==> config.mk <==
export PLATFORM = sky130hd
export DESIGN_NAME = ebus_ctl
export DESIGN_NICKNAME = d
export VERILOG_FILES = /design/src/rtl/ebus_ctl.sv
export SDC_FILE = /design/constraint.sdc
export NUM_CORES = 1
export LEC_CHECK = 0
export ABC_CLOCK_PERIOD_IN_PS = 2960
export BUFFER_PORTS_ARGS = -buffer_cell sky130_fd_sc_hd__buf_2
export CAP_MARGIN = 20
export CORE_ASPECT_RATIO = 1.75
export CORE_MARGIN = 2
export CORE_UTILIZATION = 48
export CTS_CLUSTER_SIZE = 28
export DETAILED_ROUTE_END_ITERATION = 8
export PLACE_DENSITY = 0.8
export SLEW_MARGIN = 20
export SYNTH_ARGS = -nofsm -noshare
export SYNTH_HDL_FRONTEND = slang
export SYNTH_SLANG_ARGS = --single-unit
==> constraint.sdc <==
create_clock -name clk -period 2.96 [get_ports clk]
set_input_delay 0.888 -clock clk [delete_from_list [all_inputs] [get_ports clk]]
set_output_delay 0.888 -clock clk [all_outputs]
set_load 0.01 [all_outputs]
==> src/rtl/ebus_ctl.sv <==
// ebus_ctl: EBUS transfer sequencer for the EBOX data path.
//
// Takes a one-cycle I/O request from microcode control and runs one EBUS
// transaction. The sequence is: a setup phase with CS/FUNC stable, then a
// demand phase that waits for the device transfer acknowledge, then a release
// phase that waits for the acknowledge to drop. Read data is captured into
// ebusIn for the AR/ARX input mux. Each wait phase has its own timeout.
//
// Ports:
//   clk, resetN          EBOX clock; asynchronous active-low reset
//   start                one-cycle request, accepted only while idle
//   write, cs, func      transaction direction, controller select and function
//   ebusOut              outgoing data word, sampled with start on writes
//   ebusXfer             synchronized device transfer acknowledge
//   ebusDataIn           bus data returned by the device
//   ebusCS, ebusFunc     controller select and function driven to the bus
//   ebusDemand           EBOX demand
//   ebusData, ebusDrive  EBOX bus data and its drive enable (writes only)
//   ebusIn, ebusLoad     captured read word and its one-cycle update pulse
//   busy, done, timeout  in progress, completion pulse, sticky timeout error
//
// Every output is a flop, so no combinational path runs from the bus inputs
// to the outputs.
module ebus_ctl #(
    parameter int unsigned SETUP_CYCLES = 2,   // 1..15
    parameter int unsigned TIMEOUT      = 255  // 1..255
) (
    input  logic        clk,
    input  logic        resetN,
    input  logic        start,
    input  logic        write,
    input  logic [0:6]  cs,
    input  logic [0:2]  func,
    input  logic [0:35] ebusOut,
    input  logic        ebusXfer,
    input  logic [0:35] ebusDataIn,
    output logic [0:6]  ebusCS,
    output logic [0:2]  ebusFunc,
    output logic        ebusDemand,
    output logic [0:35] ebusData,
    output logic        ebusDrive,
    output logic [0:35] ebusIn,
    output logic        ebusLoad,
    output logic        busy,
    output logic        done,
    output logic        timeout
);

    typedef enum logic [1:0] {
        StIdle,
        StSetup,
        StDemand,
        StRelease
    } state_t;

    localparam logic [7:0] SetupLoad   = 8'(SETUP_CYCLES - 1);
    localparam logic [7:0] TimeoutLoad = 8'(TIMEOUT - 1);

    state_t     r_state;
    logic [7:0] r_cnt;
    logic       r_write;

    always_ff @(posedge clk or negedge resetN) begin
        if (!resetN) begin
            r_state    <= StIdle;
            r_cnt      <= '0;
            r_write    <= 1'b0;
            ebusCS     <= '0;
            ebusFunc   <= '0;
            ebusDemand <= 1'b0;
            ebusData   <= '0;
            ebusDrive  <= 1'b0;
            ebusIn     <= '0;
            ebusLoad   <= 1'b0;
            busy       <= 1'b0;
            done       <= 1'b0;
            timeout    <= 1'b0;
        end else begin
            // Pulses default low; they are raised for exactly one cycle below.
            ebusLoad <= 1'b0;
            done     <= 1'b0;

            unique case (r_state)
                StIdle: begin
                    if (start) begin
                        r_state   <= StSetup;
                        busy      <= 1'b1;
                        r_write   <= write;
                        ebusCS    <= cs;
                        ebusFunc  <= func;
                        ebusDrive <= write;
                        // Reads leave the data lines at zero.
                        ebusData  <= write ? ebusOut : '0;
                        timeout   <= 1'b0;
                        r_cnt     <= SetupLoad;
                    end
                end

                StSetup: begin
                    if (r_cnt == 8'd0) begin
                        r_state    <= StDemand;
                        ebusDemand <= 1'b1;
                        r_cnt      <= TimeoutLoad;
                    end else begin
                        r_cnt <= r_cnt - 8'd1;
                    end
                end

                StDemand: begin
                    if (ebusXfer) begin
                        if (!r_write) begin
                            ebusIn   <= ebusDataIn;
                            ebusLoad <= 1'b1;
                        end
                        ebusDemand <= 1'b0;
                        r_cnt      <= TimeoutLoad;
                        r_state    <= StRelease;
                    end else if (r_cnt == 8'd0) begin
                        // No reload here: release finishes on the next cycle,
                        // with a second timeout if the device still holds xfer.
                        timeout <= 1'b1;
                        if (!r_write) begin
                            ebusIn   <= '0;
                            ebusLoad <= 1'b1;
                        end
                        ebusDemand <= 1'b0;
                        r_state    <= StRelease;
                    end else begin
                        r_cnt <= r_cnt - 8'd1;
                    end
                end

                StRelease: begin
                    if (!ebusXfer || (r_cnt == 8'd0)) begin
                        if (ebusXfer) begin
                            timeout <= 1'b1;
                        end
                        // Give the bus back as we return to idle.
                        r_state   <= StIdle;
                        done      <= 1'b1;
                        busy      <= 1'b0;
                        ebusCS    <= '0;
                        ebusFunc  <= '0;
                        ebusData  <= '0;
                        ebusDrive <= 1'b0;
                    end else begin
                        r_cnt <= r_cnt - 8'd1;
                    end
                end

                default: begin
                    r_state <= StIdle;
                end
            endcase
        end
    end

endmodule

; Yosys cells after proc, flatten, opt, wreduce, memory -nomap -nowiden
; Index checks and enable logic that the tools add are counted.
[op_classes]
addsub = 1
eq_ne = 12
mux = 46
bitwise_logic = 1
n_reduce_logical = 15
[ops]
columns = op, n
row1 = 36-bit 2-to-1 mux, 7
row2 = 36-bit case mux with 2 select lines, 1
row3 = 8-bit 2-to-1 mux, 5
row4 = 8-bit case mux with 4 select lines, 1
row5 = 1-bit 2-to-1 mux, 16
row6 = 7-bit 2-to-1 mux, 2
row7 = "2-bit != test, second input constant", 7
row8 = 7-bit case mux with 2 select lines, 1
row9 = 3-bit AND reduction, 4
row10 = 2-bit 2-to-1 mux, 5
row11 = 8-bit zero test, 1
row12 = 2-bit case mux with 4 select lines, 1
row13 = "8-bit by 1-bit subtractor with 8-bit output, second input constant", 1
row14 = 3-bit 2-to-1 mux, 2
row15 = "3-bit != test, second input constant", 2
row16 = 1-bit case mux with 2 select lines, 3
row17 = 3-bit case mux with 2 select lines, 1
row18 = 6-bit AND reduction, 1
row19 = 2-bit nonzero test, 3
row20 = "2-bit equality test, second input constant", 2
row21 = 4-bit AND reduction, 1
row22 = 1-bit case mux with 3 select lines, 1
row23 = 3-bit nonzero test, 1
row24 = "2-bit by 1-bit equality test with 1-bit output, second input constant", 1
row25 = other kinds (5), 5
[totals]
reg_bits = 99
wordCells = 88

; Logic depth before layout (Yosys ltp)
; Gate-level depths: netlist (run 1).
[logic_depth]
depth_word = 4
depth_mapped = 9
ltp_nobuf = 6

; Worst setup path after synthesis (run 1)
; Ideal clock, no wire load.
[synth_timing]
kind = input to register
startpoint = input port ebusXfer
endpoint = register r_cnt[3]
setup_ns = 0.126
arrival_ns = 2.163
slack_ns = 0.671
path_stages = 6
path_buffers = 2
cell_sequence = clkbuf_1 -> nor2b_1 -> a41o_1 -> or2_1 -> clkbuf_1 -> a221o_1
[synth_via]
elab_chain_cells = 4
elab_cells_between_ends = 7
cone_classes = 2 x eq/ne / 2 x mux / 3 x reduce/logical
[synth_rtl]
columns = item, line
row1 = start: declaration, 35  ; input logic ebusXfer,
row2 = 1-bit zero test, 134  ; if (!ebusXfer || (r_cnt == 8'd0)) begin
row3 = 1-bit logical OR, 134
row4 = 2-bit != test (no source line), --
row5 = 3-bit AND reduction (no source line), --
row6 = end signal: assignment, 116  ; r_cnt <= TimeoutLoad;
row7 = end signal: assignment, 129  ; r_cnt <= r_cnt - 8'd1;
row8 = end signal: assignment, 147  ; r_cnt <= r_cnt - 8'd1;
row9 = end: declaration, 60  ; logic [7:0] r_cnt;
; Parallel ways exist; a longest one is shown, timed or not.
; A chain may end at the register's enable or synchronous reset.

; Worst setup path in the final report (run 1)
[layout_timing]
startpoint = register r_state[0]
endpoint = register ebusData[9] in the netlist's numbering
[layout_via]
elab_chain_cells = 3
elab_cells_between_ends = 7
cone_classes = 3 x eq/ne / 1 x mux / 3 x reduce/logical
[layout_rtl]
columns = item, line
row1 = start: declaration, 59  ; state_t r_state;
row2 = start signal: assignment, 65  ; r_state <= StIdle;
row3 = start signal: assignment, 86  ; r_state <= StSetup;
row4 = start signal: assignment, 101  ; r_state <= StDemand;
row5 = 2-bit equality test / 2-bit zero test (equally long branches), 83  ; unique case (r_state)
row6 = 2-bit != test (no source line) / 2-bit nonzero test (equally long branches), --
row7 = 3-bit AND reduction (no source line), --
row8 = end signal: assignment, 93  ; ebusData <= write ? ebusOut : '0;
row9 = end: declaration, 40  ; output logic [0:35] ebusData,
; Parallel ways exist; a longest one is shown, timed or not.

==> metrics.yaml, run 1 <==
status:
  status: "finished clean"
clock_tree:
  numCtsBuffers: 9
  clk_pin_slew_ns: 0.08
  clockBufferDepth: 2
  cts_resized: 0
  htreeDepth: 3
  cts_sinks: 99
  cts-root-buf: "clkbuf_16"
  clk_latency_ns: 0.34
  hold_buffers: 0
  cts_setup_buffers: 0
  cts_tree: "done"
placed_design:
  place_ws_ns: 0.507
  hpwl_um: 7240
  port_buffers: 174
  gp_congestion: 0.909
critical_path:
  cp_max_fo: 48
  path_class: "register to register"
  worstSetupStartpointType: "register"
  arrival_ns: 2.73
  cp.required_ns: 3.24
  r2r_slack_ns: 0.51
  crit_path_end_kind: "register"
  worstRegToRegCells: 5
global_routing:
  antenna_found_initial: 0
  grt-ovfl-total: 0
  grt_usage: 0.209
  first_global_vias: 3358
  grt_pass1_wl_um: 15500
  grt_max_degree: 55
logic_synthesis:
  synthFlopType: "dfrtp_1"
  synth-async-reset-ratio: 1.00
  ys_ff_latch: 99
  syn_area_mm2: 0.00428
  yosys_warnings: 0
  synth_edf_count: 0
  yosysSeqAreaShare: 0.579
  synth_cell_type_count: 46
  syn_avg_cell_area_um2: 11.6
  synth_cells: 368
  synthesis.nets: 460
power:
  leakage_uw: 0.00330
  seq_power_share: 0.520
  switching_power_uw: 599
  power_uw: 2600
  swShare: 0.230
  combinationalPowerShare: 0.042
  p_per_area_mw_per_mm2: 470
  ir_worst_vdd_uv: 386
  p_clk_frac: 0.438
  internal_power_uw: 2000
timing:
  report.final.slew_viol_count: 0
  worst_pin_slew_ns: 0.869
  clock-skew-final_ns: 0.0103
  finalCriticalPeriod_ns: 2.45
  fin_crit_sh: 0.827
  fmax_mhz: 408
  rsz0062_at_grt: "no"
  setup_violations: 0
  hold_violations: 0
  slew_headroom: 0.421
  finalSetupTns_ns: 0
  setup_ws_ns: 0.511
floorplanning:
  start_util: 0.493
  fp.dieArea_mm2: 0.00971
  die_w_um: 75.3
  die_h_um: 129
  rows: 45
  io-pin-count: 175
  core_area_mm2: 0.00867
job:
  max_cap_viol_count: 0
drt:
  viasPerCell: 5.27
  vias: 3461
  dr.pass1.iters: 4
  avgRoutedWirePerCell_um: 14.9
  postRouteAntennaNets: 0
  routed_wl_um: 9770
  drt_iter0_markers: 126
  drc: 0
layout:
  syn2layout_area_growth_pct: 29.5
  final_common_cell: "buf_2"
  antenna_cells: 0
  final_cell_mix: "buf_2 (173), dfrtp_1 (99), a22o_1 (47), inv_1 (43), nand2_1 (41)"
  drive_above_1_share: 0.380
  fin_nets: 627
worst_hold_path:
  min_path_cells: 1
  hp-class: "register to register"
==> kinds of logic (layout without fill, tap and decap cells) <==
kind of cell | Yosys count | count (layout) | share of synthesized area
flops | 99 | 99 | 0.579
compound gates | 82 | 82 | 0.156
simple gates | 73 | 73 | 0.0819
buf+inv | 68 | 240 | 0.0714
mux | 41 | 41 | 0.0969
fa+ha+maj | 5 | 5 | 0.0146
==> synthesized netlist by cell type, drive strengths merged (2+ instances only) <==
cell / n / area [um^2]
dfrtp: 99 / 2480
a22o: 47 / 412
inv: 44 / 165
nand2: 42 / 160
mux2i: 38 / 380
clkbuf: 13 / 48.8
buf: 11 / 91.3
nor2: 9 / 33.8
o21ai: 8 / 40.0
ha: 5 / 62.6
nor2b: 5 / 31.3
nor3: 5 / 25.0
a21oi: 4 / 20.0
o31ai: 4 / 30.0
a221o: 3 / 30.0
mux2: 3 / 33.8
a211oi: 2 / 15.0
a21o: 2 / 15.0
and3: 2 / 12.5
nand2b: 2 / 12.5
nor4: 2 / 27.5
or2: 2 / 12.5
==> worst paths after layout <==
kind / from / end
worst max-delay path: r_state[0]$_DFFE_PN0P_ / ebusData[9]$_DFFE_PN0P_
min in group asynchronous: resetN / ebusData[22]$_DFFE_PN0P_
worst max register to register: r_state[0]$_DFFE_PN0P_ / ebusData[9]$_DFFE_PN0P_
worst min register to register: busy$_DFFE_PN0P_ / busy$_DFFE_PN0P_
worst min-delay path: busy$_DFFE_PN0P_ / busy$_DFFE_PN0P_
max in group asynchronous: resetN / ebusIn[9]$_DFFE_PN0P_
==> final cells by class <==
cell class | instances | area, um^2
flip-flops and latches | 99 | 2480
fillers | 714 | 3130
clock inverters | 7 | 78.8
multi-input cells | 201 | 1510
well taps | 117 | 146
repair buffers | 180 | 938
clock buffers | 9 | 225
inverters | 44 | 165
==> through the flow <==
step	hold slack [ns]	utilization	instance area, um^2	instances
2_1_floorplan	0.480	-	4280	368
3_3_place_gp	0.457	0.602	5220	640
3_5_place_dp	0.467	0.603	5230	641
4_1_cts	0.478	0.639	5540	657
5_1_grt	0.502	0.639	5540	657
6_report	0.478	0.639	5540	657
==> power by group through the flow <==
stage	clock (uW)	sequential [uW]	combinational, uW
floorplan	0	1380	19.0
global placement	0	1380	108
detailed placement	0	1380	111
CTS	1180	1350	111
global route	1240	1350	123
finish	1140	1350	109
==> metal layers <==
metal / vias to the layer above / global-route usage / routed length, um / share of wire
met2: 187 / 0.339 / 5010 / 0.51
met5: - / 0 / 0 / 0
met4: 0 / 0.0991 / 259 / 0.027
met1: 1646 / 0.247 / 3650 / 0.37
li1: 1606 / - / - / -
met3: 22 / 0.0626 / 854 / 0.087
==> critical path, stage by stage (launching register included) <==
cell and delay [ns]:
dfrtp_1 0.40, inv_1 0.12, ha_1 0.39, nor2b_1 0.43
a311o_2 0.77, a22o_1 0.27
==> flip-flops by register name, indices dropped and copies added (netlist names) <==
signal and cells:
ebusData 36, r_state 2, ebusCS 7, ebusLoad 1, ebusIn 36, ebusFunc 3, busy 1, r_cnt 8
timeout 1, r_write 1, ebusDrive 1, ebusDemand 1, done 1
(Power assumes the default switching activity.)
==> inputs of run 2 (changes only) <==
--- a/config.mk
+++ b/config.mk
@@ -5,15 +5,16 @@
 export SDC_FILE = /design/constraint.sdc
 export NUM_CORES = 1
 export LEC_CHECK = 0
-export ABC_CLOCK_PERIOD_IN_PS = 2960
+export ABC_AREA = 1
+export ABC_CLOCK_PERIOD_IN_PS = 2100
 export BUFFER_PORTS_ARGS = -buffer_cell sky130_fd_sc_hd__buf_2
 export CAP_MARGIN = 20
 export CORE_ASPECT_RATIO = 1.75
 export CORE_MARGIN = 2
-export CORE_UTILIZATION = 48
+export CORE_UTILIZATION = 44
 export CTS_CLUSTER_SIZE = 28
 export DETAILED_ROUTE_END_ITERATION = 8
-export PLACE_DENSITY = 0.8
+export PLACE_DENSITY = 0.76
 export SLEW_MARGIN = 20
 export SYNTH_ARGS = -nofsm -noshare
 export SYNTH_HDL_FRONTEND = slang
==> constraint.sdc (replaced) <==
create_clock -name clk -period 2.1 [get_ports clk]
set_input_delay 0.63 -clock clk [delete_from_list [all_inputs] [get_ports clk]]
set_output_delay 0.63 -clock clk [all_outputs]
set_load 0.01 [all_outputs]
==> metrics.yaml, run 2 <==
layout:
  top_regs: "ebusData x36, ebusIn x36, r_cnt x8"
  final_common_cell: "nand2_1"
  fillers: 897  # +26%
  syn2layout_area_growth_pct: 29.0
  final_cell_mix: "nand2_1 (224), buf_2 (173), dfrtp_1 (99), nand3_1 (50), o21ai_2 (36)"
  fin_nets: 776  # +24%
  drive_above_1_share: 0.366  # -0.0139
  register_area_mm2: 0.00248  # unchanged
  antenna_cells: 0  # unchanged
  multiInputGateArea_mm2: 0.00173  # +15%
  design_area_mm2: 0.00577  # +4.1%
drt:
  drt_iter0_markers: 209  # +66%
  dr.pass1.iters: 4  # unchanged
  vias: 3943  # +14%
  drc: 0  # unchanged
  avgRoutedWirePerCell_um: 13.4  # -9.7%
  postRouteAntennaNets: 0  # unchanged
  routed_wl_um: 10900  # +12%
  viasPerCell: 4.84  # -8.0%
timing:
  finalCriticalPeriod_ns: 1.87  # -0.581 ns
  hold_violations: 0  # unchanged
  worst_pin_slew_ns: 0.511  # -0.358 ns
  rsz0062_at_grt: "no"
  fin_crit_sh: 0.890  # +0.0620
  fmax_mhz: 535  # +31%
  clock-skew-final_ns: 0.00859  # -0.00172 ns
  report.final.slew_viol_count: 0  # unchanged
  setup_violations: 0  # unchanged
  finalSetupTns_ns: 0  # unchanged
  slew_headroom: 0.660  # +0.239
  setup_ws_ns: 0.232  # -0.279 ns
clock_tree:
  hold_buffers: 0  # unchanged
  clk_pin_slew_ns: 0.07  # about the same
  clk_latency_ns: 0.34  # about the same
  cts-root-buf: "clkbuf_16"
  htreeDepth: 3  # unchanged
  numCtsBuffers: 9  # unchanged
  cts_tree: "done"
  cts_sinks: 99  # unchanged
  clockBufferDepth: 2  # unchanged
floorplanning:
  start_util: 0.454  # -0.0393
  core_area_mm2: 0.00985  # +14%
  fp.dieArea_mm2: 0.0110  # +13%
  die_h_um: 137  # +6.6%
  io-pin-count: 175  # unchanged
  die_w_um: 80.2  # +6.4%
  rows: 48  # +6.7%
logic_synthesis:
  synth-async-reset-ratio: 1.00  # unchanged
  synth_top_family_by_area: "simple AND/OR/NAND/NOR gates"
  synth_common_cells: "nand2_1 (224), dfrtp_1 (99), nand3_1 (50), o21ai_2 (36), inv_1 (20)"
  synthFlopType: "dfrtp_1"
  yosysMostFrequentCell: "nand2_1"
  ys_ff_latch: 99  # unchanged
  synth_cells: 510  # +39%
  synth_xor_area_frac: 0.00392  # +0.00392
  synthSimpleGateAreaFrac: 0.284  # +0.202
  synthesis.nets: 602  # +31%
  synth_compound_gate_area_share: 0.0848  # -0.0709
  yosys_warnings: 0  # unchanged
  synth_edf_count: 0  # unchanged
  synth_largest_area_cell: "dfrtp_1"
  synth_fa_ha_area_frac: 0.0140  # -0.000635
  syn_area_mm2: 0.00447  # +4.5%
  syn_avg_cell_area_um2: 8.76  # -25%
  ys_top_cells_by_area: "dfrtp_1 (55%), nand2_1 (19%), o21ai_2 (7.1%)"
  synth_cell_type_count: 25  # -46%
  muxShareOfSynthArea: 0  # -0.0969
  yosysTopAreaCellShare: 0.554  # -0.0251
  yosysSeqAreaShare: 0.554  # -0.0251
critical_path:
  r2r-end: "ebusIn[16]$_DFFE_PN0P_"
  r2r_slack_ns: 0.23  # -0.28 ns
  worstSetupStartpointType: "register"
  slowest_delay_ns: 0.41  # -0.36 ns
  cp_max_fo: 33  # -31%
  cp.required_ns: 2.33  # -0.91 ns
  crit_slowest_cell: "dfrtp_1"
  arrival_ns: 2.09  # -0.64 ns
  r2r-start: "r_cnt[0]$_DFFE_PN0P_"
  crit_path_end_kind: "register"
  path_class: "register to register"
  crit_top_cell: "nor2_2"
  worstPathCellList: "inv_1 > ha_1 > nand2_2 > nor2_2 > nor2_1 > nor2_2 > nand2_4 > buf_12 > nand2_1 > o21ai_2"
  worstRegToRegCells: 10  # +5
power:
  leakage_uw: 0.00337  # +2.2%
  p_per_area_mw_per_mm2: 1420  # +200%
  ir_worst_vdd_uv: 782  # +100%
placed_design:
  place_ws_ns: 0.139  # -0.368 ns
  gp_congestion: 0.892  # -1.9%
  port_buffers: 174  # unchanged
  hpwl_um: 7960  # +10%
  place_area_mm2: 0.00544  # +4.0%
global_routing:
  grt_usage: 0.203  # -0.00523
  first_global_vias: 3890  # +16%
  grt-ovfl-total: 0  # unchanged
  grt_max_degree: 100  # +82%
  grt_pass1_wl_um: 17600  # +14%
  antenna_found_initial: 0  # unchanged
job:
  max_cap_viol_count: 0  # unchanged
status:
  status: "finished clean"
worst_hold_path:
  hp-class: "input port to asynchronous set/reset pin"
## run 2: metrics by stage
stage / util / hold slack, ns / total power, uW / cells
2_1_floorplan: - / 0.334 / 5450 / 510
3_3_place_gp: 0.553 / 0.448 / 6540 / 791
3_5_place_dp: 0.553 / 0.453 / 6680 / 791
4_1_cts: 0.580 / 0.363 / 8230 / 807
5_1_grt: 0.585 / 0.356 / 8880 / 814
6_report: 0.585 / 0.334 / 8190 / 814
## run 2: worst max path at each step
| stage | startpoint | end | depth (start not counted) |
|---|---|---|---|
| 2_1_floorplan | r_cnt[0]$_DFFE_PN0P_ | ebusIn[1]$_DFFE_PN0P_ | 10 |
| 3_3_place_gp | r_cnt[0]$_DFFE_PN0P_ | ebusIn[23]$_DFFE_PN0P_ | 10 |
| 3_5_place_dp | r_cnt[0]$_DFFE_PN0P_ | ebusIn[15]$_DFFE_PN0P_ | 10 |
| 4_1_cts | r_cnt[0]$_DFFE_PN0P_ | ebusIn[15]$_DFFE_PN0P_ | 10 |
| 5_1_grt | r_cnt[0]$_DFFE_PN0P_ | ebusIn[15]$_DFFE_PN0P_ | 10 |
| 6_report | r_cnt[0]$_DFFE_PN0P_ | ebusIn[16]$_DFFE_PN0P_ | 10 |
## run 2: final cells by class
cell class,instances,area share
sequential,99,0.430
multi-input combinational,362,0.299
timing repair buffer,189,0.182
clock buffer,11,0.0404
tap,125,0.0271
inverter,23,0.0150
clock inverter,5,0.00651
## run 2: power breakdown
part	internal (uW)	total (uW)	switching, uW
clock	808	1510	699
sequential	2630	3050	422
combinational	1380	3630	2250
## run 2: worst max-delay path, delay by kind of cell, from the launching register on
family          cells  cell delay [ns]
fa+ha+maj           1             0.24
flops               1             0.41
buf+inv             2             0.33
compound gates      1             0.06
simple gates        6             0.71
## run 2: what timing repair did
item / in CTS / in global routing
buffers inserted: 0 / 7
endpoints found under the setup margin: 0 / 20
gates resized for setup: 0 / 0
endpoints found under the hold margin: 0 / 0
## run 2: cell families after synthesis
family | after synthesis
buffers and inverters | 49
adder cells (fa/ha/maj) | 5
AND/OR/NAND/NOR | 307
AO/OA/AOI/OAI | 48
flip-flops | 99
XOR/XNOR | 2
## run 2: routing by layer
metal | global-route usage | share of wire
met1 | 0.242 | 0.38
met2 | 0.344 | 0.53
met3 | 0.0446 | 0.058
met4 | 0.0989 | 0.028
met5 | 0 | 0
==> inputs of run 3 (changes only) <==
--- a/config.mk
+++ b/config.mk
@@ -7,14 +7,15 @@
 export LEC_CHECK = 0
 export ABC_AREA = 1
 export ABC_CLOCK_PERIOD_IN_PS = 2100
-export BUFFER_PORTS_ARGS = -buffer_cell sky130_fd_sc_hd__buf_2
 export CAP_MARGIN = 20
 export CORE_ASPECT_RATIO = 1.75
 export CORE_MARGIN = 2
-export CORE_UTILIZATION = 44
+export CORE_UTILIZATION = 56
 export CTS_CLUSTER_SIZE = 28
 export DETAILED_ROUTE_END_ITERATION = 8
-export PLACE_DENSITY = 0.76
+export DONT_BUFFER_PORTS = 1
+export GPL_ROUTABILITY_DRIVEN = 0
+export PLACE_DENSITY = 0.74
 export SLEW_MARGIN = 20
 export SYNTH_ARGS = -nofsm -noshare
 export SYNTH_HDL_FRONTEND = slang
==> metrics.yaml, run 3 (synthesis gave the netlist of run 2 again) <==
critical_path:
  arrival_ns: 2.06  # -0.03 ns
  r2r-end: "ebusIn[2]$_DFFE_PN0P_"
  worstRegToRegCells: 10  # unchanged
  cp.required_ns: 2.32  # about the same
  r2r_slack_ns: 0.26  # +0.03 ns
  cp_max_fo: 73  # +120%
  r2r-start: "r_cnt[0]$_DFFE_PN0P_"
  worstSetupStartpointType: "register"
  path_class: "register to register"
  crit_path_end_kind: "register"
timing:
  hold_violations: 81  # +81
  clock-skew-final_ns: 0.0108  # +0.00222 ns
  finalCriticalPeriod_ns: 1.84  # -0.0283 ns
  setup_violations: 0  # unchanged
  fmax_mhz: 544  # +1.5%
  finalSetupTns_ns: 0  # unchanged
  hold_ws_ns: -0.0157  # -0.350 ns
  rsz0062_at_grt: "no"
  report.final.slew_viol_count: 0  # unchanged
  slew_headroom: 0.692  # +0.0326
  worst_pin_slew_ns: 0.462  # -0.0489 ns
  fin_crit_sh: 0.876  # -0.0135
clock_tree:
  cts_tree: "done"
  numCtsBuffers: 9  # unchanged
  cts_resized: 0  # unchanged
  htreeDepth: 3  # unchanged
  clockBufferDepth: 2  # unchanged
  clk_latency_ns: 0.34  # about the same
  cts-root-buf: "clkbuf_16"
  clk_pin_slew_ns: 0.07  # about the same
  cts_sinks: 99  # unchanged
  cts_setup_buffers: 0  # unchanged
floorplanning:
  start_util: 0.569  # +0.115
  die_h_um: 122  # -11%
  io-pin-count: 175  # unchanged
  core_area_mm2: 0.00786  # -20%
  rows: 43  # -10%
  fp.dieArea_mm2: 0.00874  # -21%
  die_w_um: 71.5  # -11%
placed_design:
  hpwl_um: 6460  # -19%
  port_buffers: 0  # -100%
power:
  ir_worst_vdd_uv: 892  # +14%
  p_per_area_mw_per_mm2: 1560  # +9.9%
  leakage_uw: 0.00255  # -24%
global_routing:
  grt_max_degree: 100  # unchanged
  antenna_found_initial: 0  # unchanged
  first_global_vias: 3176  # -18%
  grt_pass1_wl_um: 14500  # -18%
  grt_usage: 0.212  # +0.00847
  grt-ovfl-total: 0  # unchanged
layout:
  fin_nets: 592  # -24%
  drive_above_1_share: 0.139  # -0.227
  utilization: 0.607  # +0.0214
  final_common_cell: "nand2_1"
  final_cell_mix: "nand2_1 (224), dfrtp_1 (99), nand3_1 (50), o21ai_2 (36), inv_1 (20)"
  syn2layout_area_growth_pct: 6.63
  antenna_cells: 0  # unchanged
  top_regs: "ebusData x36, ebusIn x36, r_cnt x8"
status:
  violations: "negative hold slack"
  status: "finished, violations left"
job:
  max_cap_viol_count: 0  # unchanged
drt:
  drt_iter0_markers: 303  # +45%
  vias: 3252  # -18%
  viasPerCell: 5.47  # +13%
  dr.pass1.iters: 4  # unchanged
  routed_wl_um: 9190  # -16%
  avgRoutedWirePerCell_um: 15.5  # +15%
  postRouteAntennaNets: 0  # unchanged
  drc: 0  # unchanged
worst_hold_path:
  hp-class: "input port to asynchronous set/reset pin"
==> run 3: cell types whose count changed in the layout (fill, tap and decap cells not counted) <==
| cell | delta |
|---|---|
| buf_2 | -173 |
| clkbuf_1 | -2 |
| clkinvlp_4 | -1 |
| buf_4 | -9 |
| buf_12 | -2 |
| inv_8 | +1 |
| clkinv_2 | +1 |
| clkinv_8 | +1 |
==> run 3: worst max path at each step <==
stage	from	end	slack, ns	cells past startpoint
global route	r_cnt[0]$_DFFE_PN0P_	ebusIn[2]$_DFFE_PN0P_	0.11	10
CTS	r_cnt[0]$_DFFE_PN0P_	ebusIn[2]$_DFFE_PN0P_	0.28	10
finish	r_cnt[0]$_DFFE_PN0P_	ebusIn[2]$_DFFE_PN0P_	0.26	10
floorplan	r_cnt[0]$_DFFE_PN0P_	ebusIn[1]$_DFFE_PN0P_	0.50	10
global placement	r_cnt[0]$_DFFE_PN0P_	r_cnt[1]$_DFFE_PN0P_	0.32	10
detailed placement	r_cnt[0]$_DFFE_PN0P_	ebusIn[2]$_DFFE_PN0P_	0.28	10
==> run 3: metal layers <==
metal | global-route usage | up-vias | share of wire
li1 | - | 1588 | -
met1 | 0.244 | 1487 | 0.38
met2 | 0.348 | 150 | 0.50
met3 | 0.0703 | 27 | 0.087
met4 | 0.108 | 0 | 0.031
met5 | 0 | - | 0
==> run 3: area by class of cell <==
cell class,instances,area [um^2]
repair buffers,5,75.1
well taps,90,113
clock inverters,7,62.6
clock buffers,9,225
inverters,23,86.3
multi-input cells,362,1730
flip-flops and latches,99,2480
fillers,675,3090
==> run 3: worst max-delay path: stages, from the launching register on <==
cell,delay (ns)
dfrtp_1,0.41
inv_1,0.12
ha_1,0.23
nand2_2,0.10
nor2_2,0.18
nor2_1,0.07
nor2_2,0.12
nand2_4,0.06
buf_12,0.21
nand2_1,0.13
o21ai_2,0.06
==> run 3: report_power, final <==
group          switching, uW  total (uW)  leakage (uW)  internal (uW)
sequential               865        3500       0.00131           2630
clock                    730        1550      0.000140            823
combinational           1550        2390       0.00110            841
==> run 3: per-stage QoR <==
stage                     worst slack (ns)  power, uW  cells  hold WS, ns  cell area (um^2)
after floorplan                      0.496       5450    510        0.334              4470
after global placement               0.318       5850    579        0.337              4480
after detailed placement             0.283       5940    579        0.339              4480
after CTS                            0.277       7510    595      -0.0336              4770
after global routing                 0.110       8000    595      -0.0364              4770
final                                0.260       7440    595      -0.0157              4770
